$ cat src/rtl/uart_pkg.sv
// Shared UART definitions: receiver FSM encoding, frame constants and the
// parity helper, shared with the transmitter.
package uart_pkg;

    localparam int DATA_BITS          = 8;
    localparam int OVERSAMPLE_DEFAULT = 16;

    typedef enum logic [2:0] {
        ST_IDLE   = 3'd0,
        ST_START  = 3'd1,
        ST_DATA   = 3'd2,
        ST_PARITY = 3'd3,
        ST_STOP   = 3'd4
    } rx_state_e;

    // Parity bit a well-formed frame carries: XOR of the data for even parity,
    // inverted for odd parity.
    function automatic logic exp_parity(input logic [DATA_BITS-1:0] data, input logic odd);
        return (^data) ^ odd;
    endfunction

endpackage

$ cat src/rtl/uart_rx_parity_if.sv
// Receiver-side bus: oversample tick, serial line, consumer handshake,
// received byte with status flags, and the FSM state for observation.
//
// Handshake: the receiver raises ready when a byte lands in dout and holds
// dout/ready/flags stable until the consumer pulses rd_ack for one cycle
// while ready is high; the byte is consumed on that edge. rd_ack while ready
// is low is ignored. A new byte arriving before rd_ack overwrites dout and
// sets overrun.
interface uart_rx_parity_if;
    import uart_pkg::*;

    logic                 clk_en;
    logic                 rx;
    logic                 rd_ack;
    logic [DATA_BITS-1:0] dout;
    logic                 ready;
    logic                 parity_err;
    logic                 frame_err;
    logic                 overrun;
    rx_state_e            state;

    modport master (
        output clk_en, rx, rd_ack,
        input  dout, ready, parity_err, frame_err, overrun, state
    );

    modport slave (
        input  clk_en, rx, rd_ack,
        output dout, ready, parity_err, frame_err, overrun, state
    );

endinterface

$ cat src/rtl/uart_sync.sv
// Two-flop synchronizer for the asynchronous serial line. Both flops reset
// to 1 so an idle line is not mistaken for a start bit after reset.
module uart_sync (
    input  logic clk,
    input  logic reset,
    input  logic d_i,
    output logic q_o
);

    logic meta_q;
    logic sync_q;

    // Two-stage resynchronization into the clk domain.
    always_ff @(posedge clk or posedge reset) begin
        if (reset) begin
            meta_q <= 1'b1;
            sync_q <= 1'b1;
        end else begin
            meta_q <= d_i;
            sync_q <= meta_q;
        end
    end

    assign q_o = sync_q;

endmodule

$ cat src/rtl/uart_rx_parity.sv
// UART receiver: 1 start, 8 data (LSB first), 1 parity, 1 stop bit, sampled
// at mid-bit on an oversample tick. Reports parity, framing and overrun.
module uart_rx_parity
    import uart_pkg::*;
#(
    parameter bit PARITY_ODD = 1'b0,
    parameter int OVERSAMPLE = OVERSAMPLE_DEFAULT
) (
    input logic             clk,
    input logic             reset,
    uart_rx_parity_if.slave bus
);

    localparam int              CW       = $clog2(OVERSAMPLE);
    localparam logic [CW-1:0]   CNT_MID  = CW'(OVERSAMPLE / 2 - 1);
    localparam logic [CW-1:0]   CNT_LAST = CW'(OVERSAMPLE - 1);
    localparam int              BW       = $clog2(DATA_BITS);
    localparam logic [BW-1:0]   BIT_LAST = BW'(DATA_BITS - 1);

    logic                 rx_s;
    rx_state_e            state_q, state_d;
    logic [CW-1:0]        cnt_q, cnt_d, cnt_inc;
    logic [BW-1:0]        bit_cnt_q, bit_cnt_d;
    logic [DATA_BITS-1:0] shift_q, shift_d;
    logic                 perr_pend_q, perr_pend_d;
    logic                 done;
    logic [DATA_BITS-1:0] dout_q, dout_d;
    logic                 ready_q, ready_d;
    logic                 perr_q, perr_d;
    logic                 ferr_q, ferr_d;
    logic                 ovr_q, ovr_d;

    uart_sync u_sync (
        .clk   (clk),
        .reset (reset),
        .d_i   (bus.rx),
        .q_o   (rx_s)
    );

    // Tick counter advance with wrap at the end of a bit period.
    assign cnt_inc = (cnt_q == CNT_LAST) ? '0 : cnt_q + 1'b1;

    // Frame FSM: start validation, mid-bit sampling of data/parity/stop.
    always_comb begin
        state_d     = state_q;
        cnt_d       = cnt_q;
        bit_cnt_d   = bit_cnt_q;
        shift_d     = shift_q;
        perr_pend_d = perr_pend_q;
        done        = 1'b0;
        if (bus.clk_en) begin
            case (state_q)
                ST_IDLE: begin
                    cnt_d = '0;
                    if (!rx_s) state_d = ST_START;
                end
                ST_START: begin
                    if (cnt_q == CNT_MID) begin
                        // Line back high at mid start bit: treat as a glitch.
                        cnt_d     = '0;
                        bit_cnt_d = '0;
                        state_d   = rx_s ? ST_IDLE : ST_DATA;
                    end else begin
                        cnt_d = cnt_q + 1'b1;
                    end
                end
                ST_DATA: begin
                    cnt_d = cnt_inc;
                    if (cnt_q == CNT_LAST) begin
                        shift_d   = {rx_s, shift_q[DATA_BITS-1:1]};
                        bit_cnt_d = bit_cnt_q + 1'b1;
                        if (bit_cnt_q == BIT_LAST) state_d = ST_PARITY;
                    end
                end
                ST_PARITY: begin
                    cnt_d = cnt_inc;
                    if (cnt_q == CNT_LAST) begin
                        perr_pend_d = (rx_s != exp_parity(shift_q, PARITY_ODD));
                        state_d     = ST_STOP;
                    end
                end
                ST_STOP: begin
                    cnt_d = cnt_inc;
                    if (cnt_q == CNT_LAST) begin
                        done    = 1'b1;
                        state_d = ST_IDLE;
                    end
                end
                default: state_d = ST_IDLE;
            endcase
        end
    end

    // Output holding register: load on frame completion, clear on acknowledge.
    always_comb begin
        dout_d  = dout_q;
        ready_d = ready_q;
        perr_d  = perr_q;
        ferr_d  = ferr_q;
        ovr_d   = ovr_q;
        if (done) begin
            dout_d  = shift_q;
            ready_d = 1'b1;
            perr_d  = perr_pend_q;
            ferr_d  = ~rx_s;
            // An acknowledge in the completion cycle consumed the old byte.
            if (ready_q && !bus.rd_ack) ovr_d = 1'b1;
        end else if (bus.rd_ack && ready_q) begin
            ready_d = 1'b0;
            perr_d  = 1'b0;
            ferr_d  = 1'b0;
            ovr_d   = 1'b0;
        end
    end

    // State, counters, shift register and output registers.
    always_ff @(posedge clk or posedge reset) begin
        if (reset) begin
            state_q     <= ST_IDLE;
            cnt_q       <= '0;
            bit_cnt_q   <= '0;
            shift_q     <= '0;
            perr_pend_q <= 1'b0;
            dout_q      <= '0;
            ready_q     <= 1'b0;
            perr_q      <= 1'b0;
            ferr_q      <= 1'b0;
            ovr_q       <= 1'b0;
        end else begin
            state_q     <= state_d;
            cnt_q       <= cnt_d;
            bit_cnt_q   <= bit_cnt_d;
            shift_q     <= shift_d;
            perr_pend_q <= perr_pend_d;
            dout_q      <= dout_d;
            ready_q     <= ready_d;
            perr_q      <= perr_d;
            ferr_q      <= ferr_d;
            ovr_q       <= ovr_d;
        end
    end

    assign bus.dout       = dout_q;
    assign bus.ready      = ready_q;
    assign bus.parity_err = perr_q;
    assign bus.frame_err  = ferr_q;
    assign bus.overrun    = ovr_q;
    assign bus.state      = state_q;

endmodule

$ cat src/flat_wrapper.sv
// flat-port wrapper written by rule: the top's interface ports become plain ports
module uart_rx_parity_flat import uart_pkg::*;
#(
    parameter bit PARITY_ODD = 1'b0,
    parameter int OVERSAMPLE = OVERSAMPLE_DEFAULT
)
  (clk, reset, bus_clk_en, bus_rx, bus_rd_ack, bus_dout, bus_ready, bus_parity_err, bus_frame_err, bus_overrun, bus_state);
  uart_rx_parity_if bus_i ();
  input logic clk;
  input logic reset;
  input wire logic [$bits(bus_i.clk_en)-1:0] bus_clk_en;
  input wire logic [$bits(bus_i.rx)-1:0] bus_rx;
  input wire logic [$bits(bus_i.rd_ack)-1:0] bus_rd_ack;
  output wire logic [$bits(bus_i.dout)-1:0] bus_dout;
  output wire logic [$bits(bus_i.ready)-1:0] bus_ready;
  output wire logic [$bits(bus_i.parity_err)-1:0] bus_parity_err;
  output wire logic [$bits(bus_i.frame_err)-1:0] bus_frame_err;
  output wire logic [$bits(bus_i.overrun)-1:0] bus_overrun;
  output wire logic [$bits(bus_i.state)-1:0] bus_state;
  assign bus_i.clk_en = bus_clk_en;
  assign bus_i.rx = bus_rx;
  assign bus_i.rd_ack = bus_rd_ack;
  assign bus_dout = bus_i.dout;
  assign bus_ready = bus_i.ready;
  assign bus_parity_err = bus_i.parity_err;
  assign bus_frame_err = bus_i.frame_err;
  assign bus_overrun = bus_i.overrun;
  assign bus_state = bus_i.state;
  uart_rx_parity #(.PARITY_ODD(PARITY_ODD), .OVERSAMPLE(OVERSAMPLE)) u_core (.clk(clk), .reset(reset), .bus(bus_i));
endmodule
$ cat config.mk
export PLATFORM = sky130hd
export DESIGN_NAME = uart_rx_parity_flat
export DESIGN_NICKNAME = d
export VERILOG_FILES = /design/src/rtl/uart_pkg.sv /design/src/rtl/uart_rx_parity_if.sv /design/src/rtl/uart_sync.sv /design/src/rtl/uart_rx_parity.sv /design/src/flat_wrapper.sv
export SDC_FILE = /design/constraint.sdc
export NUM_CORES = 1
export LEC_CHECK = 0
export ABC_AREA = 0
export CAP_MARGIN = 20
export CORE_MARGIN = 4
export CORE_UTILIZATION = 35
export DETAILED_ROUTE_END_ITERATION = 16
export HOLD_SLACK_MARGIN = 0.02
export PLACE_DENSITY = 0.55
export REMOVE_ABC_BUFFERS = 1
export SYNTH_ARGS = -nofsm -noshare
export SYNTH_HDL_FRONTEND = slang
export SYNTH_SLANG_ARGS = --single-unit
$ cat constraint.sdc
create_clock -name clk -period 3 [get_ports clk]
set_clock_uncertainty 0.15 [all_clocks]
set_input_delay 0.45 -clock clk [delete_from_list [all_inputs] [get_ports clk]]
set_output_delay 0.45 -clock clk [all_outputs]
set_load 0.02 [all_outputs]
==> metrics.md, run 1 <==
| Metric | Value |
|---|---|
| Status | `finished, final reports clean` |
| Placer Congestion | `0.812` |
| ANT nets after route | `0` |
| Startpoint types | `flop` |
| Placed cell area | `1830 µm²` |
| Mapped Cells | `146` |
| Relative max-transition margin | `0.669` |
| Post-synth EDFFs | `0` |
| Final period util | `0.742` |
| Antenna violations before repair | `0` |
| Register Area | `828 µm²` |
| Largest net degree at the start of global routing | `34` |
| Inserted Clock Buffers | `5` |
| Clock root buffer | `clkbuf_8` |
| Via Count | `1,150` |
| Pwr per Cell Area | `681 nW/µm²` |
| Cell Area, Synth | `1610 µm²` |
| RR Startpoint | `u_core.cnt_q[1]` |
| Skew-Pair Late Insertion Delay | `0.28 ns` |
| Core region area | `4380 µm²` |
| Register area share after synthesis | `0.516` |
| VDD IR-drop max | `257 µV` |
| LEAKAGE | `0.910 nW` |
| Residual DRC count | `0` |
| Top cells by area, synth | `dfrtp_1, nand2_1, mux2_2` |
| Total power draw | `1.31 mW` |
| Synth Area in Compound Gates | `0.125` |
| Final setup fails | `0` |
| Adder-cell share of the synthesized area | `0.0296` |
| Pint | `0.846 mW` |
| Die height | `75.7 µm` |
| Flop pwr share | `0.475` |
| Final Non-Filler Cells | `220` |
| Max Buffers Root-to-Sink | `2` |
| 1st-iter DRT viols | `35` |
| Ys Warns | `0` |
| First-pass GRT wire length | `5580 µm` |
| Sinks on the clock net | `33` |
| Top Ports | `20` |
| Synth Register Bits | `33` |
| Ys async rst share | `1.00` |
| Most frequent cells in the layout | `nand2_1, dfrtp_1, clkdlybuf4s50_1` |
| Drt wl/cell | `14.4 µm` |
| Number of global-route vias before repair | `1,176` |
| CTS resizes | `0` |
| Worst path max stage delay | `0.70 ns` |
| Slew Limit Fails | `0` |
| Fraction of synthesized area in multiplexers | `0.0795` |
| Yosys top cell area share | `0.483` |
| Worst setup path start | `u_core.bus.state[1]` |
| Final Instance Area | `1920 µm²` |
| DP Worst Slack | `0.759 ns` |
| Placed Cells | `212` |
| DIE AREA | `5730 µm²` |
| HP Class | `flop to flop` |
| Pre-antenna DRT Iters | `4` |
| Crit path DAT | `1.63 ns` |
| Maximum clock frequency | `0.449 GHz` |
| Worst-margin pin slew | `0.495 ns` |
| Total track usage | `0.131` |
| Hold slack | `0.208 ns` |
| Initial core utilization | `0.366` |
| Synth area leader | `dfrtp_1` |
| Final Hold Viols | `0` |
| Fraction of layout cells with a size suffix above 1 | `0.190` |
| Post-CTS setup buffers | `0` |
| Critical path's slowest cell | `clkdlybuf4s50_1` |
| Fillers | `414` |
| Ys flop type | `dfrtp_1` |
| HPWL after DPL | `2260 µm` |
| Synth Area in XOR/XNOR | `0.0468` |
| Nets | `175` |
| Hold Crit Start | `u_core.u_sync.meta_q` |
| P_sw | `0.462 mW` |
| Clock power frac | `0.246` |
| Switch share | `0.353` |
| Simple-gate area share of the yosys netlist | `0.164` |
| Kind of critical path | `flop to output pin` |
| H-tree Lvls | `2` |
| Gr ovfl total | `0` |
| IO buf count | `19` |
| Mean Syn Cell Area | `11.0 µm²` |
| PnR worst setup slack | `0.774 ns` |
| Clock transition at path regs | `0.07 ns` |
| # diodes | `0` |
| Worst-path fanout max | `14` |
| Max_cap viols | `0` |
| Synth unique cells | `46` |
| CP endpoint kind | `output pin` |
| Vias per cell | `5.23` |
| Worst path bufs/invs | `1` |
| Multi-input gate area | `716 µm²` |
| TNS Setup | `0 ns` |
| CP delay by family, top | `buffers and inverters` |
| Period minus WS final | `2.23 ns` |
| Crit-path cells | `clkdlybuf4s50_1` |
| Most common cell after layout, fill and taps aside | `nand2_1` |
| CP required | `2.40 ns` |
| RSZ-0062 raised after global routing | `false` |
| Chip width | `75.7 µm` |
| Combinational Power Share | `0.279` |
| Main combinational cell family by area after synthesis | `simple AND/OR/NAND/NOR gates` |
| Rows | `24` |
| CTS tree | `done` |
| Hold-fix buffers, CTS | `0` |
| Core Util, Final | `0.438` |
| Final WL | `3170 µm` |
| Syn-to-layout area delta | `19.6%` |
[power by group through the flow]
| stage | combinational (mW) | sequential [mW] | clock [mW] |
|---|---|---|---|
| 6_report | 0.364 | 0.621 | 0.322 |
| 3_5_place_dp | 0.366 | 0.628 | 0 |
| 2_1_floorplan | 0.245 | 0.624 | 0 |
| 4_1_cts | 0.366 | 0.619 | 0.335 |
| 5_1_grt | 0.401 | 0.636 | 0.358 |
| 3_3_place_gp | 0.355 | 0.622 | 0 |
[synthesized netlist by cell type (2+ instances only)]
| library cell | number |
|---|---|
| nand2_1 | 33 |
| dfrtp_1 | 31 |
| mux2_2 | 9 |
| inv_1 | 5 |
| o21ai_0 | 5 |
| xnor2_1 | 5 |
| buf_2 | 4 |
| nor2_1 | 4 |
| a22o_1 | 3 |
| ha_1 | 3 |
| a21oi_1 | 2 |
| and3_2 | 2 |
| dfstp_2 | 2 |
| nand3_1 | 2 |
| nand4_1 | 2 |
| nor3b_1 | 2 |
| o211ai_1 | 2 |
| o21ai_1 | 2 |
[worst reg2reg max path: cells and delay by family (launching register included)]
family | cells | cell delay (ns)
muxes | 1 | 0.30
adders and majority gates | 1 | 0.30
DFF | 1 | 0.40
and+or+nand+nor | 1 | 0.11
AOI/OAI and AO/OA | 2 | 0.65
[routing by layer]
| metal | GRT usage | vias up | share of wire |
|---|---|---|---|
| met4 | 0.0505 | 0 | 0.015 |
| met3 | 0.0409 | 5 | 0.036 |
| met2 | 0.207 | 16 | 0.49 |
| li1 | - | 552 | - |
| met5 | 0 | - | 0 |
| met1 | 0.167 | 577 | 0.46 |
[worst paths after layout]
path                       slack, ns              endpoint  cells after the start
hold reg to reg                 0.21     u_core.u_sync.q_o                      0
hold / removal                  0.21     u_core.u_sync.q_o                      0
max in group asynchronous       1.96  u_core.u_sync.meta_q                      3
min in group asynchronous       0.41       u_core.cnt_q[3]                      3
setup reg to reg                0.98   u_core.bus.state[0]                      5
setup / recovery                0.77          bus_state[1]                      1
[final cells by class]
| cell class | count | share of cell area |
|---|---|---|
| multi-input cells | 101 | 0.373 |
| flip-flops and latches | 33 | 0.432 |
| clock buffers | 5 | 0.0359 |
| inverters | 5 | 0.00978 |
| well taps | 52 | 0.0339 |
| repair buffers | 21 | 0.107 |
| clock inverters | 3 | 0.00913 |
[cell families (layout without fill, tap and decap cells)]
group,Yosys count,in the layout
mux,11,11
flops,33,33
compound gates,25,25
fa+ha+maj,4,4
xor+xnor,7,7
buf+inv,12,34
simple gates,54,54
[registers in the layout, summed over array words and instances (netlist names), 3 cells and up]
name	cells
u_core.shift_q	8
u_core.bus.state	3
u_core.cnt_q	4
u_core.bus.dout	8
u_core.bit_cnt_q	3
Power figures use the tool's default switching activity.
==> run 2, diff against run 1 <==
==> constraint.sdc (replaced) <==
create_clock -name clk -period 2.1 [get_ports clk]
set_clock_uncertainty 0.15 [all_clocks]
set_input_delay 0.315 -clock clk [delete_from_list [all_inputs] [get_ports clk]]
set_output_delay 0.315 -clock clk [all_outputs]
set_load 0.02 [all_outputs]
==> run 2 against run 1 <==
  * Combinational power is 44% higher
  * Routed wire length increased by 2.6%
  * Sequential share of layout area is 1.1 points lower
  * Cell area rose by 3.1%
  * Hold slack worse by 0.0018 ns
  * Flip-flop and latch count stayed put
  * Die area did not move
  * Count of clock-buffer cells in the layout rose by 1
  * Via count grew 0.96%
  * Global-route usage increased by 0.67 points
  * Critical path type is now flop to flop
  * Critical endpoint is now u_core.bus.state[0]
  * Highest routed layer unchanged
==> metrics.md, run 2 (synthesis results as in run 1) <==
| Metric | Value |
|---|---|
| Status | `finished, final reports clean` |
| Pwr per Cell Area | `1040 nW/µm²` |
| Most common cell after layout, fill and taps aside | `nand2_1` |
| VDD IR-drop max | `392 µV` |
| Final Hold Viols | `0` |
| R2R depth | `5` |
| Skew-Pair Late Insertion Delay | `0.29 ns` |
| Via Count | `1,161` |
| 1st-iter DRT viols | `95` |
| Maximum clock frequency | `0.506 GHz` |
| Largest net degree at the start of global routing | `34` |
| Vias per cell | `5.21` |
| Placed cell area | `1860 µm²` |
| Flop-to-flop setup slack | `0.12 ns` |
| Period minus WS final | `1.98 ns` |
| # diodes | `0` |
| Flop pwr share | `0.437` |
| Rows | `24` |
| RR Startpoint | `u_core.cnt_q[1]` |
| Core region area | `4380 µm²` |
| Crit path DAT | `2.01 ns` |
| M2 GR Usage | `0.221` |
| Residual DRC count | `0` |
| Total track usage | `0.137` |
| Hold Crit Start | `u_core.u_sync.meta_q` |
| Fraction of layout cells with a size suffix above 1 | `0.222` |
| Pint | `1.37 mW` |
| Placer Congestion | `0.779` |
| CP endpoint kind | `flop` |
| P_sw | `0.675 mW` |
| Clock power frac | `0.308` |
| HPWL after DPL | `2280 µm` |
| Die height | `75.7 µm` |
| Antenna violations before repair | `0` |
| Reg2reg end | `u_core.bus.state[0]` |
| Met1 Resource Use GR | `0.167` |
| Core Util, Final | `0.451` |
| Placed Cells | `215` |
| Clock root buffer | `clkbuf_8` |
| Kind of critical path | `flop to flop` |
| Total power draw | `2.05 mW` |
| Hold Crit Depth | `0` |
| Chip width | `75.7 µm` |
| Initial core utilization | `0.366` |
| IO buf count | `19` |
| Max_cap viols | `0` |
| Post-CTS setup buffers | `0` |
| H-tree Lvls | `2` |
| CP required | `2.13 ns` |
| Final setup fails | `0` |
| Final period util | `0.942` |
| Met3 global-route usage | `0.0317` |
| Hold Path Sink | `u_core.u_sync.q_o` |
| RSZ-0062 raised after global routing | `false` |
| Final Instance Area | `1980 µm²` |
| Final WL | `3250 µm` |
| Worst-margin pin slew | `0.430 ns` |
| Gr busiest metal | `met2` |
| Relative max-transition margin | `0.714` |
| Pre-antenna DRT Iters | `4` |
| Drt wl/cell | `14.6 µm` |
| Max Buffers Root-to-Sink | `2` |
| Gr ovfl total | `0` |
| Sinks on the clock net | `33` |
| Nets | `178` |
| Top Ports | `20` |
| Worst-path fanout max | `6` |
| LEAKAGE | `0.935 nW` |
| Slew Limit Fails | `0` |
| Syn-to-layout area delta | `23.3%` |
| ANT nets after route | `0` |
| Clock transition at path regs | `0.07 ns` |
| HP Class | `flop to flop` |
| DIE AREA | `5730 µm²` |
| Combinational Power Share | `0.255` |
| Startpoint types | `flop` |
| Number of global-route vias before repair | `1,234` |
| Switch share | `0.329` |
| Hold-fix buffers, CTS | `0` |
| TNS Setup | `0 ns` |
| Most frequent cells in the layout | `nand2_1, dfrtp_1, clkdlybuf4s50_1` |
| CTS tree | `done` |
| First-pass GRT wire length | `5790 µm` |
| Final Non-Filler Cells | `223` |
| Fillers | `412` |
| Inserted Clock Buffers | `5` |
run 2: cell count changes in the layout (fill, tap and decap cells not counted):
| cell | previous run | this run |
|---|---|---|
| buf_4 | 2 | 5 |
| dfrtp_1 | 31 | 28 |
| dfrtp_2 | 0 | 3 |
| clkinv_2 | 2 | 0 |
| bufinv_16 | 0 | 1 |
| clkbuf_8 | 5 | 6 |
run 2: metal layers:
layer | vias to the layer above | share of wire
li1 | 553 | -
met1 | 569 | 0.43
met2 | 34 | 0.49
met3 | 5 | 0.057
met4 | 0 | 0.020
met5 | - | 0
run 2: power by group through the flow:
stage	registers (mW)	clock network (mW)	logic [mW]
3_3_place_gp	0.889	0	0.503
2_1_floorplan	0.892	0	0.350
4_1_cts	0.890	0.655	0.525
3_5_place_dp	0.901	0	0.523
5_1_grt	0.914	0.681	0.585
6_report	0.896	0.630	0.523
run 2: worst max path at each step:
stage | startpoint | endpoint | depth (start not counted)
5_1_grt | u_core.cnt_q[0] | u_core.bus.state[0] | 5
3_5_place_dp | bus_clk_en | u_core.bus.state[0] | 5
6_report | u_core.cnt_q[1] | u_core.bus.state[0] | 5
4_1_cts | u_core.bus.state[2] | bus_state[2] | 1
3_3_place_gp | bus_clk_en | u_core.bus.state[0] | 5
2_1_floorplan | u_core.cnt_q[0] | u_core.shift_q[0] | 5
run 2: final cells by class:
class,count,area [µm²],area share
Sequential cell,33,832,0.420
Multi-Input combinational cell,101,716,0.362
Timing Repair Buffer,24,228,0.115
Clock buffer,6,82.6,0.0417
Tap cell,52,65.1,0.0329
Clock inverter,2,37.5,0.0190
Inverter,5,18.8,0.00948
run 2: repair_timing:
| action | 4_1_cts | 5_1_grt |
|---|---|---|
| pin swaps | 0 | 0 |
| resized for setup | 1 | 2 |
| hold endpoints to repair | 0 | 0 |
| setup endpoints to repair | 1 | 2 |
run 2: through the flow:
| step | setup WS, ns | hold WS, ns |
|---|---|---|
| 2_1_floorplan | 0.0794 | 0.169 |
| 3_3_place_gp | 0.180 | 0.197 |
| 3_5_place_dp | 0.129 | 0.197 |
| 5_1_grt | 0.0288 | 0.213 |
| 6_report | 0.122 | 0.206 |
| 4_1_cts | 0.0416 | 0.207 |
run 2: critical path, cell delays in order, from the launching register on:
cell      delay [ns]
dfrtp_1         0.39
ha_1            0.31
nand3b_4        0.11
a211oi_4        0.37
o21a_2          0.23
mux2_4          0.29
